## src/rtl/cmd_pkg.sv

```systemverilog
// Shared definitions for the stopwatch command arbiter: command codes,
// accepted ASCII bytes, arbiter FSM states and grant-source codes.
package cmd_pkg;

  typedef enum logic [1:0] {
    CMD_NONE     = 2'd0,
    CMD_RUN_STOP = 2'd1,
    CMD_CLEAR    = 2'd2,
    CMD_MODE     = 2'd3
  } cmd_e;

  typedef enum logic [1:0] {
    ST_IDLE  = 2'd0,
    ST_GRANT = 2'd1,
    ST_HOLD  = 2'd2
  } state_e;

  localparam logic SRC_BTN  = 1'b0;
  localparam logic SRC_UART = 1'b1;

  localparam logic [7:0] ASCII_R_UP = 8'h52;
  localparam logic [7:0] ASCII_R_LO = 8'h72;
  localparam logic [7:0] ASCII_C_UP = 8'h43;
  localparam logic [7:0] ASCII_C_LO = 8'h63;
  localparam logic [7:0] ASCII_M_UP = 8'h4D;
  localparam logic [7:0] ASCII_M_LO = 8'h6D;

endpackage

```

## src/rtl/ascii_cmd_decode.sv

```systemverilog
// Maps one received UART byte to a stopwatch command code; upper and
// lower case letters are equivalent, anything else decodes as CMD_NONE.
module ascii_cmd_decode
  import cmd_pkg::*;
(
  input  logic [7:0] data,
  output logic [1:0] cmd,
  output logic       valid
);

  // Byte-to-command lookup.
  always_comb begin
    // NOTE: every output gets a default first so no path through the block
    // leaves it unassigned, which would otherwise infer a latch.
    cmd = CMD_NONE;
    case (data)
      ASCII_R_UP, ASCII_R_LO: cmd = CMD_RUN_STOP;
      ASCII_C_UP, ASCII_C_LO: cmd = CMD_CLEAR;
      ASCII_M_UP, ASCII_M_LO: cmd = CMD_MODE;
      default:                cmd = CMD_NONE;
    endcase
    valid = (cmd != CMD_NONE);
  end

endmodule

```

## src/rtl/cmd_arbiter.sv

```systemverilog
// Merges push-button pulses and UART command bytes onto the single
// command port of the stopwatch control FSM. One command is granted at a
// time, sources alternate when both have work, and every grant is followed
// by a hold-off gap. Also owns the display-mode level.
module cmd_arbiter
  import cmd_pkg::*;
#(
  parameter int HOLDOFF_CYC = 100_000
) (
  input  logic       clk,
  input  logic       reset,
  input  logic       btn_run_stop,
  input  logic       btn_clear,
  input  logic       btn_mode,
  input  logic       uart_valid,
  input  logic [7:0] uart_data,
  output logic       uart_ready,
  output logic       o_run_stop,
  output logic       o_clear,
  output logic       o_mode,
  output logic       o_src,
  output logic [7:0] o_drop_cnt
);

  localparam int                CNT_W     = $clog2(HOLDOFF_CYC + 1);
  localparam logic [CNT_W-1:0]  HOLD_LAST = CNT_W'(HOLDOFF_CYC - 1);

  state_e           state;
  cmd_e             sel_cmd;
  logic             sel_src;
  logic             rr_last;
  logic [CNT_W-1:0] hold_cnt;

  logic btn_rs_p, btn_clr_p, btn_mode_p;
  cmd_e uart_cmd;

  logic [1:0] dec_cmd;
  logic       dec_valid;
  logic       uart_accept;

  cmd_e btn_cmd;
  cmd_e pick_cmd;
  logic pick_src;
  logic btn_any, uart_any;

  logic in_grant;
  logic clr_rs_grant, clr_clr_grant, clr_mode_grant, clr_uart_grant;

  ascii_cmd_decode u_decode (
    .data  (uart_data),
    .cmd   (dec_cmd),
    .valid (dec_valid)
  );

  assign uart_ready  = (uart_cmd == CMD_NONE);
  assign uart_accept = uart_valid & uart_ready;

  // The granted request is retired at the end of the single GRANT cycle.
  assign in_grant       = (state == ST_GRANT);
  assign clr_rs_grant   = in_grant && (sel_src == SRC_BTN)  && (sel_cmd == CMD_RUN_STOP);
  assign clr_clr_grant  = in_grant && (sel_src == SRC_BTN)  && (sel_cmd == CMD_CLEAR);
  assign clr_mode_grant = in_grant && (sel_src == SRC_BTN)  && (sel_cmd == CMD_MODE);
  assign clr_uart_grant = in_grant && (sel_src == SRC_UART);

  // Pick the next command: clear > run_stop > mode among buttons, and the
  // source other than the last winner when both sources have work.
  always_comb begin
    btn_cmd = CMD_NONE;
    if (btn_clr_p)       btn_cmd = CMD_CLEAR;
    else if (btn_rs_p)   btn_cmd = CMD_RUN_STOP;
    else if (btn_mode_p) btn_cmd = CMD_MODE;

    btn_any  = (btn_cmd != CMD_NONE);
    uart_any = (uart_cmd != CMD_NONE);

    pick_src = SRC_BTN;
    pick_cmd = btn_cmd;
    if (uart_any && (!btn_any || rr_last == SRC_BTN)) begin
      pick_src = SRC_UART;
      pick_cmd = uart_cmd;
    end
  end

  // Button pending flags: a pulse sets, repeats merge, a grant clears, and a
  // pulse coinciding with its own grant keeps the flag set.
  always_ff @(posedge clk or posedge reset) begin
    if (reset) begin
      btn_rs_p   <= 1'b0;
      btn_clr_p  <= 1'b0;
      btn_mode_p <= 1'b0;
    end else begin
      // NOTE: clocked state uses non-blocking assignments so every register
      // samples the pre-edge values of the others, independent of block order.
      btn_rs_p   <= btn_run_stop | (btn_rs_p   & ~clr_rs_grant);
      btn_clr_p  <= btn_clear    | (btn_clr_p  & ~clr_clr_grant);
      btn_mode_p <= btn_mode     | (btn_mode_p & ~clr_mode_grant);
    end
  end

  // One-entry UART command register plus saturating count of bad bytes.
  always_ff @(posedge clk or posedge reset) begin
    if (reset) begin
      uart_cmd   <= CMD_NONE;
      o_drop_cnt <= 8'd0;
    end else begin
      if (clr_uart_grant) begin
        uart_cmd <= CMD_NONE;
      end else if (uart_accept && dec_valid) begin
        uart_cmd <= cmd_e'(dec_cmd);
      end
      if (uart_accept && !dec_valid && (o_drop_cnt != 8'hFF)) begin
        o_drop_cnt <= o_drop_cnt + 8'd1;
      end
    end
  end

  // Grant sequencer: IDLE latches a command, GRANT issues it for one cycle,
  // HOLD waits out the hold-off gap. Command outputs are registered here.
  always_ff @(posedge clk or posedge reset) begin
    if (reset) begin
      state      <= ST_IDLE;
      sel_cmd    <= CMD_NONE;
      sel_src    <= SRC_BTN;
      rr_last    <= SRC_BTN;
      hold_cnt   <= '0;
      o_src      <= SRC_BTN;
      o_run_stop <= 1'b0;
      o_clear    <= 1'b0;
      o_mode     <= 1'b0;
    end else begin
      o_run_stop <= 1'b0;
      o_clear    <= 1'b0;
      case (state)
        ST_IDLE: begin
          if (btn_any || uart_any) begin
            sel_cmd    <= pick_cmd;
            sel_src    <= pick_src;
            rr_last    <= pick_src;
            o_src      <= pick_src;
            o_run_stop <= (pick_cmd == CMD_RUN_STOP);
            o_clear    <= (pick_cmd == CMD_CLEAR);
            state      <= ST_GRANT;
          end
        end
        ST_GRANT: begin
          if (sel_cmd == CMD_MODE) begin
            o_mode <= ~o_mode;
          end
          hold_cnt <= '0;
          state    <= ST_HOLD;
        end
        ST_HOLD: begin
          if (hold_cnt == HOLD_LAST) begin
            state <= ST_IDLE;
          end else begin
            hold_cnt <= hold_cnt + 1'b1;
          end
        end
        default: state <= ST_IDLE;
      endcase
    end
  end

endmodule

```

## config.mk

```make
export PLATFORM = sky130hd
export DESIGN_NAME = cmd_arbiter
export DESIGN_NICKNAME = d
export VERILOG_FILES = /design/src/rtl/cmd_pkg.sv /design/src/rtl/ascii_cmd_decode.sv /design/src/rtl/cmd_arbiter.sv
export SDC_FILE = /design/constraint.sdc
export NUM_CORES = 1
export LEC_CHECK = 0
export CAP_MARGIN = 20
export CORE_MARGIN = 3
export CORE_UTILIZATION = 54
export CTS_CLUSTER_DIAMETER = 30
export CTS_CLUSTER_SIZE = 24
export DETAILED_ROUTE_END_ITERATION = 12
export PLACE_DENSITY = 0.88
export REMOVE_ABC_BUFFERS = 1
export SLEW_MARGIN = 20
export SYNTH_ARGS = -nofsm -noshare
export SYNTH_HDL_FRONTEND = slang
export SYNTH_HIERARCHICAL = 1
export SYNTH_SLANG_ARGS = --single-unit
```

## constraint.sdc

```tcl
create_clock -name clk -period 2.4 [get_ports clk]
set_clock_uncertainty 0.15 [all_clocks]
set_input_delay 0.48 -clock clk [delete_from_list [all_inputs] [get_ports clk]]
set_output_delay 0.48 -clock clk [all_outputs]
set_load 0.005 [all_outputs]
```

# After elaboration in Yosys (flattened, before gate mapping)
# Cells that the tools add are included.
# totals
ff_bits,38
in_bits,14
wordCells,88
# classes
bitwise,12
reduce_logical,27
addsub,2
muxes,17
n_eq_ne,18
# op_table
operator,count
"equality test 8 x 7 -> 1 bit, second input constant",6
one-hot mux 17 bit (2 select lines),1
"adder 17 x 1 -> 17 bit, second input constant",1
"equality test 17 bit, second input constant",1
2-to-1 mux 17 bit,1
2-to-1 mux 2 bit,8
one-hot mux 2 bit (3 select lines),2
nonzero test 2 bit,5
logical AND 1 bit,9
"adder 8 x 1 -> 8 bit, second input constant",1
"equality test 2 bit, second input constant",4
"!= test 8 bit, second input constant",1
AND reduction 2 bit,4
"equality test 2 x 1 -> 1 bit, second input constant",3
"!= test 2 bit, second input constant",3
OR reduction 2 bit,3
2-to-1 mux 1 bit,5
NOT 1 bit,5
AND 1 bit,4
logical NOT 2 bit,2
OR 1 bit,3
logical NOT 1 bit,2
logical OR 1 bit,2

# Logic depth before layout (Yosys ltp)
# logic_depth
depth_word,11
depth_mapped,7

# By module
# The synthesis kept the hierarchy.
# modules_own_cells
module,n_inst,area_each_um2,cells_per_inst,seq_area_each_um2
cmd_arbiter,1,1914.3,187,950.9
ascii_cmd_decode,1,70.1,11,0.0

# Least setup slack after synthesis
# No wires, ideal clock.
# synth_path
path_type,input to register
startpoint,input uart_data[3]
endpoint,register o_drop_cnt[1]
stages,6
arrival_time_ns,2.171
required_time_ns,2.122
setup_ns,0.128
setup_slack_ns,-0.049
cell_sequence,and3b_1 -> o2111a_1 -> o21bai_1 -> or4b_4 -> a41oi_4 -> mux2_1
# synth_between
elab_chain_len,7
# synth_rtl
element,line_no,rtl
start: declaration,cmd_arbiter.sv:16,"input logic [7:0] uart_data,"
equality test 8 x 7 -> 1 bit,ascii_cmd_decode.sv:16,case (data)
OR reduction 2 bit,ascii_cmd_decode.sv:16,
one-hot mux 2 bit (3 select lines) *,ascii_cmd_decode.sv:16,
net dec_cmd[1],cmd_arbiter.sv:37,logic [1:0] dec_cmd;
nonzero test 2 bit *,ascii_cmd_decode.sv:22,valid = (cmd != CMD_NONE);
net dec_valid,cmd_arbiter.sv:38,logic dec_valid;
logical NOT 1 bit *,cmd_arbiter.sv:111,if (uart_accept && !dec_valid && (o_drop_cnt != 8'hFF)) begin
logical AND 1 bit * (2 in a row),cmd_arbiter.sv:111,
end signal: assignment,cmd_arbiter.sv:112,o_drop_cnt <= o_drop_cnt + 8'd1;
end: declaration,cmd_arbiter.sv:22,output logic [7:0] o_drop_cnt
# The timed path passes the listed nets; every way through them passes the cells marked *.
# A chain may end at the register's enable or synchronous reset.

# Worst setup path after layout
# layout_path
startpoint,input uart_data[6]
endpoint,register o_drop_cnt[1]
# Same word-level chain as after synthesis.

==> metrics <==
outcome finished, final reports clean; CTS Buffer Depth 2; H-tree depth 2; placed insts around 270; Synth Register Bits 38; pwr dens roughly 640 nW/um2; slowest stage delay, CP between 0.4 and 0.5 ns; pre-CTS setup slack -0.6263 ns; Hold-fix buffers, CTS 0; Syn. warnings 6; global route overflow 0; fin area about 2500 um2; Mapped Cells slightly below 200; Final TNS setup 0 ns; GRT Total Usage 21.33%; Least-Margin Pin Slew around 0.46 ns; CTS Buf Count 5; final hold viol count 0; # diodes 0; Row Count 21; CTS root buffer clkbuf_8; input/output buffers 25; top-area cell type share of the netlist area a little under half; final setup fails 0; final wirelength around 4.2 mm; max-cap viol count 0; Post-DP Area between 2000 and 2500 um2; post-synthesis sequential area ratio 47.92%; fmax between 400 and 500 MHz; Critical Path RT 2.43 ns; number of flops mapped to enable cells by yosys 0; Area Growth Syn to Fin 23.64%; Core Footprint 3442 um2; critical path launch point type input port; class of the worst hold path flop to flop; peak supply drop 0.3966 mV; post-synthesis cell area between 1500 and 2000 um2; clock period minus worst slack about 2.3 ns; largest net degree at the start of global routing 39; fraction of registers with async set/reset 100.0%; ys flop type dfrtp_1; fin cells between 200 and 300; vias in the first global route 1605; clk slew on worst S/H paths roughly 0.070 ns; antenna violations before repair 0; register area roughly 950 um2; Antenna Nets Post-Route 0; RSZ-0062 raised after global routing no; Syn Area/Cell approximately 10 um2; dominant delay contributor by cell family on the critical path compound AO/OA/AOI/OAI gates; Die ar. 4438 um2; nets 250; first-pass GRT wire length between 7 and 8 mm; area occupied by multi-input gates 1015 um2; P_leak approximately 1.1 nW; layout cells sized above 1 11.91%; Chip Height approximately 67 um; via count ~1700; Filler Cell Count roughly 260; Slew Viols, Final 0; post-synth top area cell dfrtp_1; critical-path cell list clkdlybuf4s50_1, o2111a_1, o21bai_4, or4b_4, a41oi_4, mux2_4; Wirelength per Cell 14.84 um; critical path class input port to flop; DP HPWL about 2.9 mm; Arr. time, crit path 2.36 ns; starting DRC count in detailed routing between 100 and 150; Setup WS post-layout between 0.06 and 0.07 ns; Die X between 60 and 70 um; Period Utilization, post-route between 90% and 100%; Initial Utilization just under 60%; final RePlAce weighted congestion approximately 0.84; DR pass1 iterations 4; I/O pins 27; CP Capture Type flop; Skew-Pair Late Insertion Delay around 0.29 ns; Sink Count 38; DR vias/cell just under 6; CP bufs+invs 1; DRC 0; CTS tree yes; post-synth cell types 45; Max transition margin between 60% and 70%; Slowest-stage cell, CP or4b_4; top cells by area, synth dfrtp_1 (48%), nand2_1 (4.7%), nand4_1 (3.2%), o31ai_1 (2.6%), xnor2_1 (2.6%); CP max FO 8
==> cells in the mapped netlist, types with 5 or more instances <==
cell / count
a21oi_1: 8
o31ai_1: 7
nand3_1: 9
xnor2_1: 6
nand2_1: 25
o211ai_1: 5
inv_1: 6
clkbuf_1: 5
and3_1: 5
mux2i_1: 5
dfrtp_1: 38
nor2b_1: 5
nor2_1: 10
nand4_1: 10
==> per-stage QoR <==
| stage | utilization [%] | total power, W | hold WS [ns] |
|---|---|---|---|
| after CTS | 71.61 | 0.001597 | 0.3370 |
| final | 71.28 | 0.001576 | 0.3347 |
| after detailed placement | 67.58 | 0.001056 | 0.3194 |
| after global placement | 67.58 | 0.001044 | 0.3184 |
| after floorplan | - | 0.0008874 | 0.2983 |
| after global routing | 71.28 | 0.001651 | 0.3565 |
==> flip-flops by register name, summed over array words and instances (netlist names) <==
signal and flops:
o_run_stop 1, o_clear 1, o_drop_cnt 8, sel_cmd 2, hold_cnt 17, rr_last 1
o_mode 1, btn_clr_p 1, btn_rs_p 1, state 2, uart_cmd 2, btn_mode_p 1
==> worst register-to-register path: cells and delay by family, from the launching register on <==
family | cells | cell delay, ns
AOI/OAI and AO/OA | 1 | 0.28
adders and majority gates | 1 | 0.33
and+or+nand+nor | 3 | 0.81
DFF | 1 | 0.43
==> placed cells by master, fill, tap and decap left out, types with 2 or more instances in the layout <==
cell type,instances
dlygate4sd2_1,3
and2_1,3
ha_1,2
clkbuf_8,5
o21ai_0,3
nand2b_1,4
o31ai_1,7
a41oi_1,2
clkinv_2,2
nand3_1,9
clkdlybuf4s50_1,19
a21oi_1,8
mux2i_1,5
nor2_1,10
buf_2,2
inv_1,6
nand4b_1,3
o211ai_1,5
xor2_1,2
and4_1,4
dfrtp_1,38
a31oi_1,2
and3_1,5
nand4_1,10
buf_4,9
nor2b_1,4
xnor2_1,6
a2bb2oi_1,2
nand2_1,25
and4b_1,2
and3b_1,2
nor3_1,4
o22ai_1,2
==> kinds of logic (layout without fill, tap and decap cells) <==
family | after synthesis | in the layout | synth area share, %
and+or+nand+nor | 91 | 91 | 25.79
buffers and inverters | 11 | 48 | 2.081
xor gates and xnor gates | 8 | 8 | 3.531
muxes | 7 | 7 | 3.657
AOI/OAI and AO/OA | 41 | 41 | 15.76
DFF | 38 | 38 | 47.92
adders and majority gates | 2 | 2 | 1.261
==> repair_timing <==
| action | 4_1_cts | 5_1_grt |
|---|---|---|
| setup buffers | 2 | 0 |
| hold endpoints to repair | 0 | 0 |
| gates cloned | 0 | 0 |
| pin swaps | 3 | 4 |
| endpoints found under the setup margin | 8 | 8 |
| resized for setup | 16 | 2 |
==> per-layer routing <==
| layer | up-vias | track usage, % | wire, um |
|---|---|---|---|
| met5 | - | 0 | 0 |
| met4 | 0 | 8.629 | 87 |
| met3 | 8 | 5.902 | 178 |
| met2 | 42 | 33.66 | 1973 |
| met1 | 784 | 27.56 | 1929 |
| li1 | 818 | - | - |
==> worst paths after layout <==
check | from | endpoint | slack [ns] | cells past startpoint
max | uart_data[6] | o_drop_cnt[1] | 0.07 | 6
min | o_mode | o_mode | 0.33 | 1
max reg2reg | hold_cnt[1] | hold_cnt[4] | 0.31 | 5
min reg2reg | o_mode | o_mode | 0.33 | 1
max in group asynchronous | reset | state[0] | 1.32 | 3
min in group asynchronous | reset | hold_cnt[12] | 0.45 | 3
==> layout make-up <==
class / count / area share, %
multi-input combinational: 149 / 41.36
inverter: 6 / 0.9179
clock buffer: 5 / 2.805
tap: 46 / 2.346
clock inverter: 3 / 1.632
sequential: 38 / 38.76
timing repair buffer: 34 / 12.19
==> power breakdown <==
group | switching, W | total, W | internal (W)
combinational | 0.0000923 | 0.000275 | 0.000182
sequential | 0.0000798 | 0.000777 | 0.000697
clock | 0.000219 | 0.000524 | 0.000306
total | 0.000391 | 0.00158 | 0.00118
Power figures use the tool's default switching activity.
